**config.mk**
```make
export PLATFORM = sky130hd
export DESIGN_NAME = router_ingress_fifo
export DESIGN_NICKNAME = d
export VERILOG_FILES = /design/src/rtl/router_ingress_fifo.sv
export SDC_FILE = /design/constraint.sdc
export NUM_CORES = 1
export LEC_CHECK = 0
export CAP_MARGIN = 40
export CORE_MARGIN = 4
export CORE_UTILIZATION = 25
export DETAILED_ROUTE_END_ITERATION = 8
export PLACE_DENSITY = 0.49
export SLEW_MARGIN = 40
export SYNTH_ARGS = -nofsm -noshare
export SYNTH_HDL_FRONTEND = slang
export SYNTH_SLANG_ARGS = --single-unit
```
**constraint.sdc**
```tcl
create_clock -name clk -period 5.4 [get_ports clk]
set_input_delay 1.08 -clock clk [delete_from_list [all_inputs] [get_ports clk]]
set_output_delay 1.08 -clock clk [all_outputs]
set_load 0.02 [all_outputs]
```
**src/rtl/router_ingress_fifo.sv**
```systemverilog
// Ingress queue in front of the 4-way router. Buffers {addr, data} words in a
// circular buffer and issues one per cycle on rd_ready as a registered
// din/din_en/addr triple. Writes that arrive while full (with no pop) are
// dropped and counted in a saturating counter.
module router_ingress_fifo #(
    parameter int DATA_WIDTH = 32,
    parameter int DEPTH      = 4,
    parameter int DROP_W     = 8
) (
    input  logic                    clk,
    input  logic                    resetn,
    input  logic                    wr_en,
    input  logic [DATA_WIDTH-1:0]   wr_data,
    input  logic [1:0]              wr_addr,
    input  logic                    rd_ready,
    output logic [DATA_WIDTH-1:0]   out_data,
    output logic                    out_en,
    output logic [1:0]              out_addr,
    output logic                    full,
    output logic                    empty,
    output logic [$clog2(DEPTH):0]  count,
    output logic [DROP_W-1:0]       drop_cnt
);

    localparam int PTR_W   = $clog2(DEPTH);
    localparam int CNT_W   = PTR_W + 1;
    localparam int ENTRY_W = DATA_WIDTH + 2;

    // Saturating increment: holds at all-ones instead of wrapping.
    function automatic logic [DROP_W-1:0] sat_inc(input logic [DROP_W-1:0] v);
        return (&v) ? v : v + DROP_W'(1);
    endfunction

    logic [ENTRY_W-1:0]    mem [DEPTH];
    logic [PTR_W-1:0]      rd_ptr;
    logic [PTR_W-1:0]      wr_ptr;
    logic [CNT_W-1:0]      cnt;
    logic [ENTRY_W-1:0]    head_p0;
    logic                  push;
    logic                  pop;
    logic                  drop;

    logic                  vld_p1;
    logic [DATA_WIDTH-1:0] data_p1;
    logic [1:0]            addr_p1;
    logic [DROP_W-1:0]     drop_cnt_q;

    assign full    = (cnt == CNT_W'(DEPTH));
    assign empty   = (cnt == '0);
    assign head_p0 = mem[rd_ptr];

    // A pop needs a stored entry, so a word written this edge cannot also
    // be popped this edge (no bypass). A full FIFO still accepts a write
    // when the same edge pops, since a slot frees up.
    assign pop  = rd_ready && (cnt != '0);
    assign push = wr_en && (!full || pop);
    assign drop = wr_en && full && !pop;

    // Storage array: payload only, no reset; validity is tracked by the
    // pointers and count, so stale contents are never issued.
    always_ff @(posedge clk) begin
        if (push) begin
            mem[wr_ptr] <= {wr_addr, wr_data};
        end
    end

    // Pointers, occupancy and drop counter.
    always_ff @(posedge clk or negedge resetn) begin
        if (!resetn) begin
            rd_ptr     <= '0;
            wr_ptr     <= '0;
            cnt        <= '0;
            drop_cnt_q <= '0;
        end else begin
            if (push) begin
                wr_ptr <= wr_ptr + PTR_W'(1);
            end
            if (pop) begin
                rd_ptr <= rd_ptr + PTR_W'(1);
            end
            if (push && !pop) begin
                cnt <= cnt + CNT_W'(1);
            end else if (pop && !push) begin
                cnt <= cnt - CNT_W'(1);
            end
            if (drop) begin
                drop_cnt_q <= sat_inc(drop_cnt_q);
            end
        end
    end

    // Output register: loads the head entry on a pop, otherwise drives
    // zeros so the router sees quiet lines when idle.
    always_ff @(posedge clk or negedge resetn) begin
        if (!resetn) begin
            vld_p1  <= 1'b0;
            data_p1 <= '0;
            addr_p1 <= '0;
        end else if (pop) begin
            vld_p1  <= 1'b1;
            data_p1 <= head_p0[DATA_WIDTH-1:0];
            addr_p1 <= head_p0[ENTRY_W-1 -: 2];
        end else begin
            vld_p1  <= 1'b0;
            data_p1 <= '0;
            addr_p1 <= '0;
        end
    end

    assign out_en   = vld_p1;
    assign out_data = data_p1;
    assign out_addr = addr_p1;
    assign count    = cnt;
    assign drop_cnt = drop_cnt_q;

endmodule

```
==> results of run 1 <==
## cells in the mapped netlist
cell,instances
sky130_fd_sc_hd__edfxtp_1,136
sky130_fd_sc_hd__dfrtp_1,50
sky130_fd_sc_hd__and2_1,38
sky130_fd_sc_hd__mux4_2,34
sky130_fd_sc_hd__ha_1,6
sky130_fd_sc_hd__nand2_1,6
sky130_fd_sc_hd__clkbuf_1,5
sky130_fd_sc_hd__buf_4,4
sky130_fd_sc_hd__inv_1,4
sky130_fd_sc_hd__mux2_2,4
sky130_fd_sc_hd__xnor2_1,4
sky130_fd_sc_hd__xor2_1,4
sky130_fd_sc_hd__nand2b_1,3
sky130_fd_sc_hd__nand3_1,2
sky130_fd_sc_hd__nor3_1,2
sky130_fd_sc_hd__a2111oi_0,1
sky130_fd_sc_hd__a211oi_1,1
sky130_fd_sc_hd__a21boi_0,1
sky130_fd_sc_hd__a21oi_1,1
sky130_fd_sc_hd__and3_1,1
sky130_fd_sc_hd__and4_1,1
sky130_fd_sc_hd__buf_1,1
sky130_fd_sc_hd__buf_2,1
sky130_fd_sc_hd__clkinv_2,1
sky130_fd_sc_hd__fa_1,1
sky130_fd_sc_hd__inv_2,1
sky130_fd_sc_hd__mux2_1,1
sky130_fd_sc_hd__mux2_4,1
sky130_fd_sc_hd__mux2i_1,1
sky130_fd_sc_hd__nand4_1,1
sky130_fd_sc_hd__nand4b_1,1
sky130_fd_sc_hd__nand4bb_4,1
sky130_fd_sc_hd__nor2_1,1
sky130_fd_sc_hd__nor2b_1,1
sky130_fd_sc_hd__nor4_1,1
sky130_fd_sc_hd__nor4_4,1
sky130_fd_sc_hd__o211ai_2,1
sky130_fd_sc_hd__o21a_4,1
sky130_fd_sc_hd__o21bai_1,1
sky130_fd_sc_hd__or3b_4,1
## stage by stage
stage,area (sq um),setup slack (ns),util,hold slack (ns)
6_report,8760,2.27,0.324,0.545
2_1_floorplan,6900,2.92,-,0.535
5_1_grt,8760,2.20,0.324,0.571
3_5_place_dp,8140,2.40,0.301,0.541
3_3_place_gp,8130,2.29,0.301,0.535
4_1_cts,8740,2.24,0.323,0.551
## final timing paths
kind / to / slack [ns] / depth (start not counted)
max in group asynchronous: rd_ptr[1]$_DFFE_PN0P_ / 4.10 / 2
min in group asynchronous: drop_cnt[1]$_DFFE_PN0P_ / 0.78 / 2
max reg2reg: count[1]$_DFFE_PN0P_ / 3.14 / 6
max: full / 2.27 / 3
min: drop_cnt[5]$_DFFE_PN0P_ / 0.55 / 1
min reg2reg: drop_cnt[5]$_DFFE_PN0P_ / 0.55 / 1
## layout make-up
class,count,area [sq um]
inverters,6,23.8
flip-flops and latches,186,5340
fillers,2602,18300
repair buffers,87,873
clock buffers,17,425
clock inverters,15,175
multi-input cells,124,1490
well taps,341,427
## power by group
| part | internal [mW] | leakage, nW | switching [mW] |
|---|---|---|---|
| Combinational | 0.664 | 0.887 | 0.572 |
| Clock | 0.701 | 0.291 | 0.571 |
| Sequential | 1.91 | 1.89 | 0.224 |
## cells by family after synthesis
group | after synthesis
DFF | 186
and+or+nand+nor | 61
muxes | 41
buffers and inverters | 17
xor gates and xnor gates | 8
AOI/OAI and AO/OA | 7
adders and majority gates | 7
## registers in the layout, summed over array words and instances (netlist names)
signal / flops
wr_ptr: 2
rd_ptr: 2
drop_cnt: 8
count: 3
out_data: 32
out_en: 1
out_addr: 2
mem: 136
## metal layers
layer / GRT usage / vias up / wire [microns]
li1: - / 1453 / -
met1: 0.113 / 1663 / 5860
met2: 0.161 / 79 / 6980
met3: 0.0285 / 13 / 570
met4: 0.0257 / 0 / 142
met5: 0 / - / 0
## worst max-delay path: cells and delay by family, from the launching register on
kind,cells,cell delay [ns]
buffers and inverters,2,0.69
flip-flops,1,0.46
AND/OR/NAND/NOR,1,0.47
## layout by cell type (no fill, tap or decap), types with 2 or more instances in the layout
master	instances
sky130_fd_sc_hd__clkdlybuf4s50_1	84
sky130_fd_sc_hd__dfrtp_4	2
sky130_fd_sc_hd__nand3_1	2
sky130_fd_sc_hd__mux2_2	4
sky130_fd_sc_hd__clkinv_2	2
sky130_fd_sc_hd__dfrtp_1	48
sky130_fd_sc_hd__inv_8	3
sky130_fd_sc_hd__ha_1	6
sky130_fd_sc_hd__xor2_1	4
sky130_fd_sc_hd__bufinv_16	2
sky130_fd_sc_hd__edfxtp_1	136
sky130_fd_sc_hd__and2_1	34
sky130_fd_sc_hd__xnor2_1	4
sky130_fd_sc_hd__nand2_1	6
sky130_fd_sc_hd__and2_4	4
sky130_fd_sc_hd__mux4_2	34
sky130_fd_sc_hd__nor3_1	2
sky130_fd_sc_hd__inv_6	6
sky130_fd_sc_hd__inv_1	4
sky130_fd_sc_hd__clkinvlp_4	2
sky130_fd_sc_hd__nand2b_1	3
sky130_fd_sc_hd__clkbuf_16	17
==> impl_metrics.env, run 1 <==
export IMPL_post_cts_resize_count=0
export IMPL_numCtsBuffers=17
export IMPL_start_kind="flip-flop"
export IMPL_avgSynthCellArea_sq_um=21.1
export IMPL_vias=3208
export IMPL_cp_startpoint="count[1]$_DFFE_PN0P_"
export IMPL_max_cap_violations=0
export IMPL_syn_cell_area_sq_mm=0.00690
export IMPL_drt_total_wl_mm=13.5
export IMPL_dp_final_hpwl_mm=8.14
export IMPL_fmax_mhz=320
export IMPL_synth_compound_gate_area_share=0.00925
export IMPL_starting_density_of_the_core=0.255
export IMPL_drt_pre_antenna_iters=4
export IMPL_synthSimpleGateAreaFrac=0.0588
export IMPL_post_route_setup_tns_ns=0
export IMPL_io_pin_count=86
export IMPL_timing_hold_worst_start="drop_cnt[5]$_DFFE_PN0P_"
export IMPL_io_buffer_count=85
export IMPL_fin_skew_ns=0.0118
export IMPL_critical_path_cell_chain="or3b_4, clkinv_2, clkdlybuf4s50_1"
export IMPL_route_detailed_vias_per_inst=4.13
export IMPL_gp_routability_congestion=0.691
export IMPL_drt_iter0_markers=191
export IMPL_grt_pass1_wl_mm=21.2
export IMPL_clock_sinks=186
export IMPL_grt_antenna_before_repair=0
export IMPL_ys_warn_count=0
export IMPL_p_total_mw=4.64
export IMPL_yosys_register_bits=186
export IMPL_cts_post_setup_buffers_inserted=0
export IMPL_fp_coreArea_sq_mm=0.0270
export IMPL_clk_transition_reported_paths_ns=0.07
export IMPL_yosys_mux_area_fraction=0.123
export IMPL_first_global_vias=3594
export IMPL_worst_ep_required_ns=4.32
export IMPL_count_of_antenna_violating_nets_left_after_detailed_routing=0
export IMPL_total_leakage_power_nw=3.06
export IMPL_synth_cells=327
export IMPL_synth_top_area_frac=0.592
export IMPL_cp_data_arrival_time_ns=2.05
export IMPL_drive_gt1_frac=0.200
export IMPL_maximum_ir_drop_on_the_vdd_rail_mv=0.198
export IMPL_cell_type_with_the_highest_aggregate_area_in_the_netlist="sky130_fd_sc_hd__edfxtp_1"
export IMPL_power_per_cell_area_mw_per_mm2=530
export IMPL_timing_final_crit_period_ns=3.13
export IMPL_status="finished, final reports clean"
export IMPL_grt_overflow_total=0
export IMPL_clockRootBuffer="sky130_fd_sc_hd__clkbuf_16"
export IMPL_post_place_cells=743
export IMPL_fp_dieW_microns=174
export IMPL_setup_worst_path_class="reg2out"
export IMPL_grt_start_max_net_pins=51
export IMPL_tightestPinTransition_ns=0.682
export IMPL_final_setup_viol_count=0
export IMPL_critical_path_endpoint_type="primary output"
export IMPL_synth_top_family_by_area="multiplexers"
export IMPL_synth_yosys_seq_area_share=0.773
export IMPL_finalMaxSlewViolations=0
export IMPL_antenna_cell_count=0
export IMPL_synth_xor_area_share=0.0102
export IMPL_hold_path_class="reg2reg"
export IMPL_final_worst_path_period_share=0.579
export IMPL_die_area_sq_mm=0.0303
export IMPL_ctsHoldBuffers=0
export IMPL_grt_setup_unrepaired="no"
export IMPL_yosys_area_share_adder=0.0138
export IMPL_std_cell_rows=60
export IMPL_worst_path_largest_cell_delay_ns=0.60
export IMPL_drcViolationCount=0
export IMPL_yosys_top_cells_area="sky130_fd_sc_hd__edfxtp_1 (59%), sky130_fd_sc_hd__dfrtp_1 (18%), sky130_fd_sc_hd__mux4_2 (11%)"
export IMPL_dieHeight_microns=174
export IMPL_cts_max_path_buffers=2
export IMPL_timing_critical_path_slowest_stage_cell="sky130_fd_sc_hd__clkdlybuf4s50_1"
export IMPL_cts_h_tree_lvls=4
export IMPL_areaGrowthSynthToFinish_pct=27.0
export IMPL_layout_cells_non_filler=776
export IMPL_postSynthNetCount=372
export IMPL_routedWlPerCell_microns=17.5
export IMPL_cts_tree="built"
export IMPL_critical_path_reg2reg_startpoint="count[1]$_DFFE_PN0P_"
export IMPL_insertion_delay_ns=0.42
export IMPL_final_nets=467
export IMPL_relative_max_transition_margin=0.545
export IMPL_global_route_usage_over_all_layers=0.0931
export IMPL_synth_cell_types=40
export IMPL_final_hold_violation_count=0
export IMPL_worstPathMaxFanout=6
No activity file was read; power rests on OpenSTA's default activity.
==> inputs of run 2 (changes only) <==
==> constraint.sdc (replaced) <==
create_clock -name clk -period 3.14 [get_ports clk]
set_input_delay 0.628 -clock clk [delete_from_list [all_inputs] [get_ports clk]]
set_output_delay 0.628 -clock clk [all_outputs]
set_load 0.02 [all_outputs]
==> run 2 against run 1 <==
Compared with the run above:
- non-clock buffer count is 6 higher
- highest routed layer unchanged
- clock skew is 0.00066 ns lower
- combinational power increased by 78%
- largest cell class unchanged
- sequential power grew 71%
==> impl_metrics.env, run 2 (same netlist as run 1, synthesis figures left out) <==
export IMPL_status="finished, final reports clean"
export IMPL_std_cell_rows=60
export IMPL_reg2reg_setup_slack_ns=0.88
export IMPL_drt_iter0_markers=166
export IMPL_grt_overflow_total=0
export IMPL_drt_pre_antenna_iters=4
export IMPL_max_cap_violations=0
export IMPL_final_setup_viol_count=0
export IMPL_layout_cells_non_filler=782
export IMPL_fmax_mhz=376
export IMPL_maximum_ir_drop_on_the_vdd_rail_mv=0.314
export IMPL_post_cts_resize_count=0
export IMPL_timing_rr_end="count[1]$_DFFE_PN0P_"
export IMPL_multiInputGateArea_sq_mm=0.00149
export IMPL_areaGrowthSynthToFinish_pct=27.2
export IMPL_die_area_sq_mm=0.0303
export IMPL_clk_transition_reported_paths_ns=0.07
export IMPL_hold_path_class="in2async"
export IMPL_global_route_usage_over_all_layers=0.0944
export IMPL_fin_skew_ns=0.0111
export IMPL_start_kind="flip-flop"
export IMPL_finalMaxSlewViolations=0
export IMPL_cts_max_path_buffers=2
export IMPL_worst_ep_required_ns=2.51
export IMPL_final_nets=473
export IMPL_relative_max_transition_margin=0.620
export IMPL_io_pin_count=86
export IMPL_final_util=0.325
export IMPL_cp_data_arrival_time_ns=2.04
export IMPL_setup_worst_path_end="full"
export IMPL_count_of_antenna_violating_nets_left_after_detailed_routing=0
export IMPL_tightestPinTransition_ns=0.556
export IMPL_grt_antenna_before_repair=0
export IMPL_critical_path_endpoint_type="primary output"
export IMPL_setup_worst_path_class="reg2out"
export IMPL_dp_final_hpwl_mm=8.61
export IMPL_post_route_setup_tns_ns=0
export IMPL_antenna_cell_count=0
export IMPL_insertion_delay_ns=0.42
export IMPL_first_global_vias=3613
export IMPL_io_buffer_count=85
export IMPL_drt_total_wl_mm=13.9
export IMPL_cts_h_tree_lvls=4
export IMPL_drcViolationCount=0
export IMPL_vias=3244
export IMPL_grt_pass1_wl_mm=21.5
export IMPL_fp_dieW_microns=174
export IMPL_timing_final_crit_period_ns=2.66
export IMPL_starting_density_of_the_core=0.255
export IMPL_cp_startpoint="count[1]$_DFFE_PN0P_"
export IMPL_fp_coreArea_sq_mm=0.0270
export IMPL_worstPathMaxFanout=6
export IMPL_cts_post_setup_buffers_inserted=0
export IMPL_most_common_cell_after_layout_fill_and_taps_aside="sky130_fd_sc_hd__edfxtp_1"
export IMPL_largest_register_ffs=136
export IMPL_final_worst_path_period_share=0.848
export IMPL_mostFrequentLayoutCells="sky130_fd_sc_hd__edfxtp_1 (136), sky130_fd_sc_hd__clkdlybuf4s50_1 (84), sky130_fd_sc_hd__dfrtp_1 (48)"
export IMPL_critical_path_reg2reg_startpoint="count[1]$_DFFE_PN0P_"
export IMPL_grt_setup_unrepaired="no"
export IMPL_ctsHoldBuffers=0
export IMPL_total_leakage_power_nw=3.08
export IMPL_worst_r2r_path_depth=6
export IMPL_p_total_mw=7.82
export IMPL_max_flop_register="mem"
export IMPL_cts_tree="built"
export IMPL_gp_routability_congestion=0.702
export IMPL_routedWlPerCell_microns=17.8
export IMPL_fill_cells=2612
export IMPL_clock_sinks=186
export IMPL_route_detailed_vias_per_inst=4.15
export IMPL_post_place_cells=749
export IMPL_clockRootBuffer="sky130_fd_sc_hd__clkbuf_16"
export IMPL_numCtsBuffers=17
export IMPL_dieHeight_microns=174
export IMPL_drive_gt1_frac=0.202
export IMPL_power_per_cell_area_mw_per_mm2=891
export IMPL_final_hold_violation_count=0
export IMPL_layout_area_seq_sq_mm=0.00534
export IMPL_grt_start_max_net_pins=37
-- run 2: changes by cell type in the layout (fill, tap and decap cells not counted), sizes merged --
cell / before / now
inv: 14 / 5
clkinvlp: 2 / 1
clkbuf: 17 / 25
clkinv: 3 / 7
bufinv: 2 / 0
buf: 3 / 9
-- run 2: metal layers --
layer  GRT usage  vias up  part of all wire
li1            -     1466                 -
met1       0.122     1698              0.45
met2       0.154       71              0.50
met3      0.0287        9             0.040
met4      0.0277        0            0.0084
met5           0        -                 0
-- run 2: layout make-up --
type | instances | share of cell area
inverters | 6 | 0.00271
well taps | 341 | 0.0486
repair buffers | 93 | 0.108
clock inverters | 7 | 0.00499
clock buffers | 25 | 0.0576
flip-flops and latches | 186 | 0.609
multi-input cells | 124 | 0.169
-- run 2: through the flow --
stage | setup WS (ns) | instance area (sq um) | hold slack (ns)
2_1_floorplan | 0.812 | 6900 | 0.332
3_3_place_gp | 0.633 | 8200 | 0.524
3_5_place_dp | 0.605 | 8200 | 0.555
4_1_cts | 0.442 | 8750 | 0.160
5_1_grt | 0.390 | 8770 | 0.181
6_report | 0.477 | 8770 | 0.168
-- run 2: worst max-delay path, stage by stage (launching register included) --
cell and delay (ns):
sky130_fd_sc_hd__dfrtp_1 0.46, sky130_fd_sc_hd__or3b_4 0.47, sky130_fd_sc_hd__clkinv_2 0.09, sky130_fd_sc_hd__clkdlybuf4s50_1 0.60
-- run 2: worst min-delay path by stage --
| stage | from | end | slack (ns) | cells after the start |
|---|---|---|---|---|
| floorplan | resetn | count[0]$_DFFE_PN0P_ | 0.33 | 0 |
| global placement | drop_cnt[5]$_DFFE_PN0P_ | drop_cnt[5]$_DFFE_PN0P_ | 0.52 | 1 |
| detailed placement | drop_cnt[5]$_DFFE_PN0P_ | drop_cnt[5]$_DFFE_PN0P_ | 0.56 | 1 |
| CTS | resetn | drop_cnt[1]$_DFFE_PN0P_ | 0.16 | 1 |
| global route | resetn | drop_cnt[1]$_DFFE_PN0P_ | 0.18 | 1 |
| finish | resetn | drop_cnt[1]$_DFFE_PN0P_ | 0.17 | 1 |
-- run 2: power breakdown --
| group | leakage, nW | switching (mW) | internal [mW] |
|---|---|---|---|
| clock network | 0.271 | 0.853 | 1.12 |
| logic | 0.920 | 1.04 | 1.17 |
| registers | 1.89 | 0.362 | 3.28 |
| total | 3.08 | 2.25 | 5.56 |
